**config.mk**
```make
export PLATFORM = sky130hd
export DESIGN_NAME = hub_uplink_arbiter
export DESIGN_NICKNAME = d
export VERILOG_FILES = /design/src/rtl/hub_uplink_arbiter_pkg.sv /design/src/rtl/leaf_flit_fifo.sv /design/src/rtl/hub_uplink_arbiter.sv
export SDC_FILE = /design/constraint.sdc
export NUM_CORES = 1
export LEC_CHECK = 0
export BUFFER_PORTS_ARGS = -buffer_cell sky130_fd_sc_hd__buf_2
export CAP_MARGIN = 25
export CELL_PAD_IN_SITES_DETAIL_PLACEMENT = 0
export CELL_PAD_IN_SITES_GLOBAL_PLACEMENT = 2
export CORE_MARGIN = 5
export CORE_UTILIZATION = 44
export DETAILED_ROUTE_END_ITERATION = 8
export GPL_ROUTABILITY_DRIVEN = 0
export PLACE_DENSITY_LB_ADDON = 0.1
export REMOVE_ABC_BUFFERS = 1
export SETUP_SLACK_MARGIN = 0.3
export SYNTH_ARGS = -nofsm -noshare
export SYNTH_HDL_FRONTEND = slang
export SYNTH_SLANG_ARGS = --single-unit
```
**constraint.sdc**
```tcl
create_clock -name clk -period 7 [get_ports clk]
set_input_delay 1.05 -clock clk [delete_from_list [all_inputs] [get_ports clk]]
set_output_delay 1.05 -clock clk [all_outputs]
set_load 0.005 [all_outputs]
```
**src/rtl/hub_uplink_arbiter_pkg.sv**
```systemverilog
// Shared NoC hub definitions: leaf count, flit width, leaf index type.
package hub_uplink_arbiter_pkg;

    localparam int NUM_LEAVES = 4;
    localparam int NOC_FLIT_W = 20;

    typedef logic [1:0] leaf_idx_t;

    // Round-robin pointer value after reset: leaf 0 is searched first.
    localparam leaf_idx_t LAST_GRANT_RST = 2'd3;

endpackage

```
**src/rtl/leaf_flit_fifo.sv**
```systemverilog
// Per-leaf flit buffer. A write while full is accepted only if a pop
// frees an entry in the same cycle; otherwise it is ignored.
module leaf_flit_fifo #(
    parameter int W     = 20,
    parameter int DEPTH = 2
) (
    input  logic         clk,
    input  logic         rst,
    input  logic         wr_en,
    input  logic [W-1:0] wr_data,
    input  logic         pop,
    output logic [W-1:0] head,
    output logic         empty,
    output logic         full
);

    localparam int PW = (DEPTH > 1) ? $clog2(DEPTH) : 1;
    localparam int CW = $clog2(DEPTH + 1);

    logic [DEPTH-1:0][W-1:0] mem;
    logic [PW-1:0]           rd_ptr, wr_ptr;
    logic [CW-1:0]           cnt;
    logic                    push;

    function automatic logic [PW-1:0] ptr_inc(input logic [PW-1:0] p);
        return (p == PW'(DEPTH - 1)) ? '0 : p + 1'b1;
    endfunction

    assign empty = (cnt == '0);
    assign full  = (cnt == CW'(DEPTH));
    assign push  = wr_en && (!full || pop);
    assign head  = mem[rd_ptr];

    // Storage array, no reset needed: only read behind a non-zero count.
    always_ff @(posedge clk) begin
        if (push) mem[wr_ptr] <= wr_data;
    end

    // Pointer and occupancy bookkeeping.
    always_ff @(posedge clk or negedge rst) begin
        if (!rst) begin
            rd_ptr <= '0;
            wr_ptr <= '0;
            cnt    <= '0;
        end else begin
            if (push) wr_ptr <= ptr_inc(wr_ptr);
            if (pop)  rd_ptr <= ptr_inc(rd_ptr);
            case ({push, pop})
                2'b10:   cnt <= cnt + 1'b1;
                2'b01:   cnt <= cnt - 1'b1;
                default: cnt <= cnt;
            endcase
        end
    end

endmodule

```
**src/rtl/hub_uplink_arbiter.sv**
```systemverilog
// Four-leaf uplink arbiter: buffers leaf flits, picks one per cycle in
// round-robin order and forwards it to the super-hub under credit control.
module hub_uplink_arbiter
    import hub_uplink_arbiter_pkg::*;
#(
    parameter int FLIT_W     = NOC_FLIT_W,
    parameter int BUF_DEPTH  = 2,
    parameter int SH_CREDITS = 4
) (
    input  logic                         clk,
    input  logic                         rst,
    input  logic [NUM_LEAVES*FLIT_W-1:0] leaf_data,
    input  logic [NUM_LEAVES-1:0]        leaf_valid,
    output logic [NUM_LEAVES-1:0]        leaf_co,
    output logic [FLIT_W-1:0]            sh_data,
    output logic                         sh_valid,
    input  logic                         sh_ci,
    output logic [1:0]                   grant_id,
    output logic [NUM_LEAVES-1:0]        overflow,
    output logic                         credit_err
);

    localparam int CRW = $clog2(SH_CREDITS + 1);

    logic [NUM_LEAVES-1:0][FLIT_W-1:0] fifo_head;
    logic [NUM_LEAVES-1:0]             fifo_empty, fifo_full;
    logic [NUM_LEAVES-1:0]             eligible, pop, drop;
    logic [CRW-1:0]                    credits;
    leaf_idx_t                         last_grant, grant_sel;
    logic                              grant_vld;

    for (genvar g = 0; g < NUM_LEAVES; g++) begin : g_leaf
        leaf_flit_fifo #(.W(FLIT_W), .DEPTH(BUF_DEPTH)) u_fifo (
            .clk     (clk),
            .rst     (rst),
            .wr_en   (leaf_valid[g]),
            .wr_data (leaf_data[g*FLIT_W +: FLIT_W]),
            .pop     (pop[g]),
            .head    (fifo_head[g]),
            .empty   (fifo_empty[g]),
            .full    (fifo_full[g])
        );
        // A pop in the same cycle frees the slot, so only drop when not popping.
        assign drop[g] = leaf_valid[g] && fifo_full[g] && !pop[g];
    end

    assign eligible = ~fifo_empty & {NUM_LEAVES{credits != '0}};
    assign pop      = grant_vld ? (NUM_LEAVES'(1) << grant_sel) : '0;

    // Round-robin pick: first eligible leaf after last_grant, wrapping.
    always_comb begin
        leaf_idx_t cand;
        grant_vld = 1'b0;
        grant_sel = last_grant;
        cand      = last_grant;
        for (int k = 1; k <= NUM_LEAVES; k++) begin
            cand = last_grant + leaf_idx_t'(k);
            if (!grant_vld && eligible[cand]) begin
                grant_vld = 1'b1;
                grant_sel = cand;
            end
        end
    end

    // Super-hub credit counter; a surplus return at full count is an error.
    always_ff @(posedge clk or negedge rst) begin
        if (!rst) begin
            credits    <= CRW'(SH_CREDITS);
            credit_err <= 1'b0;
        end else begin
            case ({grant_vld, sh_ci})
                2'b10: credits <= credits - 1'b1;
                2'b01: begin
                    if (credits == CRW'(SH_CREDITS)) credit_err <= 1'b1;
                    else                             credits    <= credits + 1'b1;
                end
                default: credits <= credits;
            endcase
        end
    end

    // Registered uplink outputs, credit pulses back to leaves, sticky drops.
    always_ff @(posedge clk or negedge rst) begin
        if (!rst) begin
            sh_valid   <= 1'b0;
            sh_data    <= '0;
            grant_id   <= '0;
            leaf_co    <= '0;
            overflow   <= '0;
            last_grant <= LAST_GRANT_RST;
        end else begin
            sh_valid <= grant_vld;
            leaf_co  <= pop;
            overflow <= overflow | drop;
            if (grant_vld) begin
                sh_data    <= fifo_head[grant_sel];
                grant_id   <= grant_sel;
                last_grant <= grant_sel;
            end
        end
    end

endmodule

```
==> reports/metrics.cfg <==
[clock_network]
clkSinkCount = 213
htree_levels = 1
ctsHoldBuffers = 0
clk_pin_slew_ps = 60
post_cts_buffers = 0
cts_tree = yes
cts_root_buf = clkbuf_16
numCtsBuffers = 24
clock_insertion_delay_worst_skew_ps = 500
ctsResizeCount = 0
cts_buffer_depth = 3

[synth]
synth_edf_count = 160
synth_warnings = 0
ys_ff_latch = 213
avgSynthCellArea_sq_um = 15.2
synthFlopType = edfxtp_1
ys_seq_area_frac = 0.710
ys_types = 56
synth_cells = 568
ys_async_sr_fraction = 0.249
netlist_area_sq_um = 8640

[power_and_ir_drop]
ir_drop_v = 0.000235
p_comb_frac = 0.395
p_int_mw = 3.44
switching_power_mw = 1.99
leakage_nw = 3.87
pwr-share-clk = 0.224
p_sw_frac = 0.367
p_seq_frac = 0.380
power.density_nw_per_um2 = 522

[setup_path]
critPathMaxStageDelay_ps = 760
required_ps = 7120
crit_family = simple AND/OR/NAND/NOR gates
worst-setup-path-type = flip-flop to flip-flop
crit_cells = 6
ff2ff_path_depth = 6
worstPathArrival_ps = 3740
path_buf_inv = 0
end_kind = flip-flop
startpoint_type = flip-flop
cp_cell_sequence = or4_4 > mux2i_1 > o211a_1 > and3_1 > o21a_4 > and2_1
worstPathMaxFanout = 23
slowest_stage = and2_1

[floorplan]
io_pins = 119
rows = 51
core_sq_um = 19400
dieArea_sq_um = 22500
die_w_um = 150
start_util = 0.445
die_h_um = 150

[sta]
fin_crit_ps = 3620
timing.final.hold_violations = 0
fmax_mhz = 276
setup_viol = 0
worst_slack_ps = 3380
setup_tns_ps = 0
slew_violations = 0
worst_pin_slew_ps = 991
slew-limit-headroom = 0.339
fin_skew_ps = 10.9
rsz0062_at_grt = no
fin_crit_sh = 0.517

[worst_hold_path]
hold_path_depth = 1
hold_path_class = flip-flop to flip-flop

[global_routing]
overflow = 0
grt_pass1_wl_um = 30100
grt_pass1_vias = 5450
track_usage = 0.175
antenna_found_initial = 0
grt_max_degree = 54

[place]
dpl_worst_slack_ps = 3340
portBuffers = 118
dp_hpwl_um = 13300

[run]
cap_violations = 0

[cells_and_area]
final_cell_mix = edfxtp_1, buf_2, dfrtp_1, nor2b_1, a211oi_1
fillCellCount = 1654
post-route-util = 0.536
syn2layout_area_growth_pct = 20.4
drive_gt1_frac = 0.299
layout.nets = 784
insertedDiodeCount = 0
layout_commonest_cell = edfxtp_1

[drt]
dr.first_iter.drc_count = 254
drt_wl_total_um = 19300
route.detailed.drc = 0
wire_per_inst_um = 19.8
ant_nets = 0
dr.pass1.iters = 4
vias_per_cell = 5.22
vias = 5085

[run_status]
status = completed

-- logic make-up (layout without fill, tap and decap cells) --
logic type	after synthesis	count (layout)	synth area share
buf+inv	45	187	0.0219
xor+xnor	20	20	0.0220
compound gates	113	113	0.102
flops	213	213	0.710
mux	43	43	0.0527
fa+ha+maj	5	5	0.00811
simple gates	129	129	0.0824
-- through the flow --
stage / cells / cell area [sq um] / power [mW] / hold slack [ps]
after floorplan: 533 / 8480 / 3.39 / 451
after global placement: 924 / 9480 / 4.12 / 435
after detailed placement: 930 / 9600 / 4.27 / 444
after CTS: 974 / 10400 / 5.50 / 455
after global routing: 975 / 10400 / 5.79 / 480
final: 975 / 10400 / 5.43 / 451
-- worst paths after layout --
path / startpoint / slack, ps / end
worst max register to register: g_leaf[3].u_fifo.cnt[1]$_DFFE_PN0P_ / 3380 / g_leaf[0].u_fifo.mem[24]$_DFFE_PP_
max in group asynchronous: rst / 5790 / sh_data[9]$_DFFE_PN0P_
worst min register to register: overflow[1]$_DFF_PN0_ / 450 / overflow[1]$_DFF_PN0_
min in group asynchronous: rst / 690 / g_leaf[1].u_fifo.wr_ptr$_DFFE_PN0P_
worst max-delay path: g_leaf[3].u_fifo.cnt[1]$_DFFE_PN0P_ / 3380 / g_leaf[0].u_fifo.mem[24]$_DFFE_PP_
worst min-delay path: overflow[1]$_DFF_PN0_ / 450 / overflow[1]$_DFF_PN0_
-- cells in the mapped netlist (3+ instances only) --
cell type    n  area (sq um)
nor2_1      19          71.3
buf_2        7          35.0
and3_1       3          18.8
dfrtp_1     50          1250
o21ai_2      3          26.3
inv_1        9          33.8
o311ai_1    20           175
nor4_1       3          18.8
nand3_1     21           105
mux2_2      20           225
ha_1         4          50.1
clkbuf_1    26          97.6
xnor2_1     10          87.6
o211ai_1    21           158
a211oi_1    40           300
a21o_1       4          30.0
dfstp_2      3          78.8
nor2b_1     41           257
nand2_1     25          93.8
nand2b_1     5          31.3
mux2i_1     23           230
edfxtp_1   160          4800
xor2_1       8          70.1
o21ai_0      6          30.0
-- sequential cells by signal, indices dropped and copies added, names as in the netlist --
name                  count
credit_err                1
credits                   3
g_leaf.u_fifo.cnt         8
g_leaf.u_fifo.mem       160
g_leaf.u_fifo.rd_ptr      4
g_leaf.u_fifo.wr_ptr      4
grant_id                  2
last_grant                2
leaf_co                   4
overflow                  4
sh_data                  20
sh_valid                  1
-- routing by layer --
layer | share of wire | GRT usage | up-vias
li1 | - | - | 2425
met1 | 0.42 | 0.225 | 2526
met2 | 0.52 | 0.309 | 108
met3 | 0.040 | 0.0265 | 26
met4 | 0.021 | 0.0517 | 0
met5 | 0 | 0 | -
-- worst reg2reg max path, cell delays in order (launching register included) --
cell	delay, ps
dfrtp_1	450
or4_4	600
mux2i_1	180
o211a_1	650
and3_1	390
o21a_4	190
and2_1	760
-- power by group through the flow --
stage | clock network (mW) | registers [mW] | logic, mW
floorplan | 0 | 2.10 | 1.29
global placement | 0 | 2.10 | 2.02
detailed placement | 0 | 2.09 | 2.17
CTS | 1.24 | 2.07 | 2.19
global route | 1.31 | 2.11 | 2.37
finish | 1.22 | 2.07 | 2.15
-- area by class of cell --
class | instances | area [sq um] | area share
sequential | 213 | 6130 | 0.590
clock inverter | 12 | 114 | 0.0110
tap | 265 | 332 | 0.0319
clock buffer | 32 | 662 | 0.0637
inverter | 10 | 37.5 | 0.00361
multi-input combinational | 310 | 2320 | 0.223
timing repair buffer | 133 | 793 | 0.0763
Power figures use the tool's default switching activity.
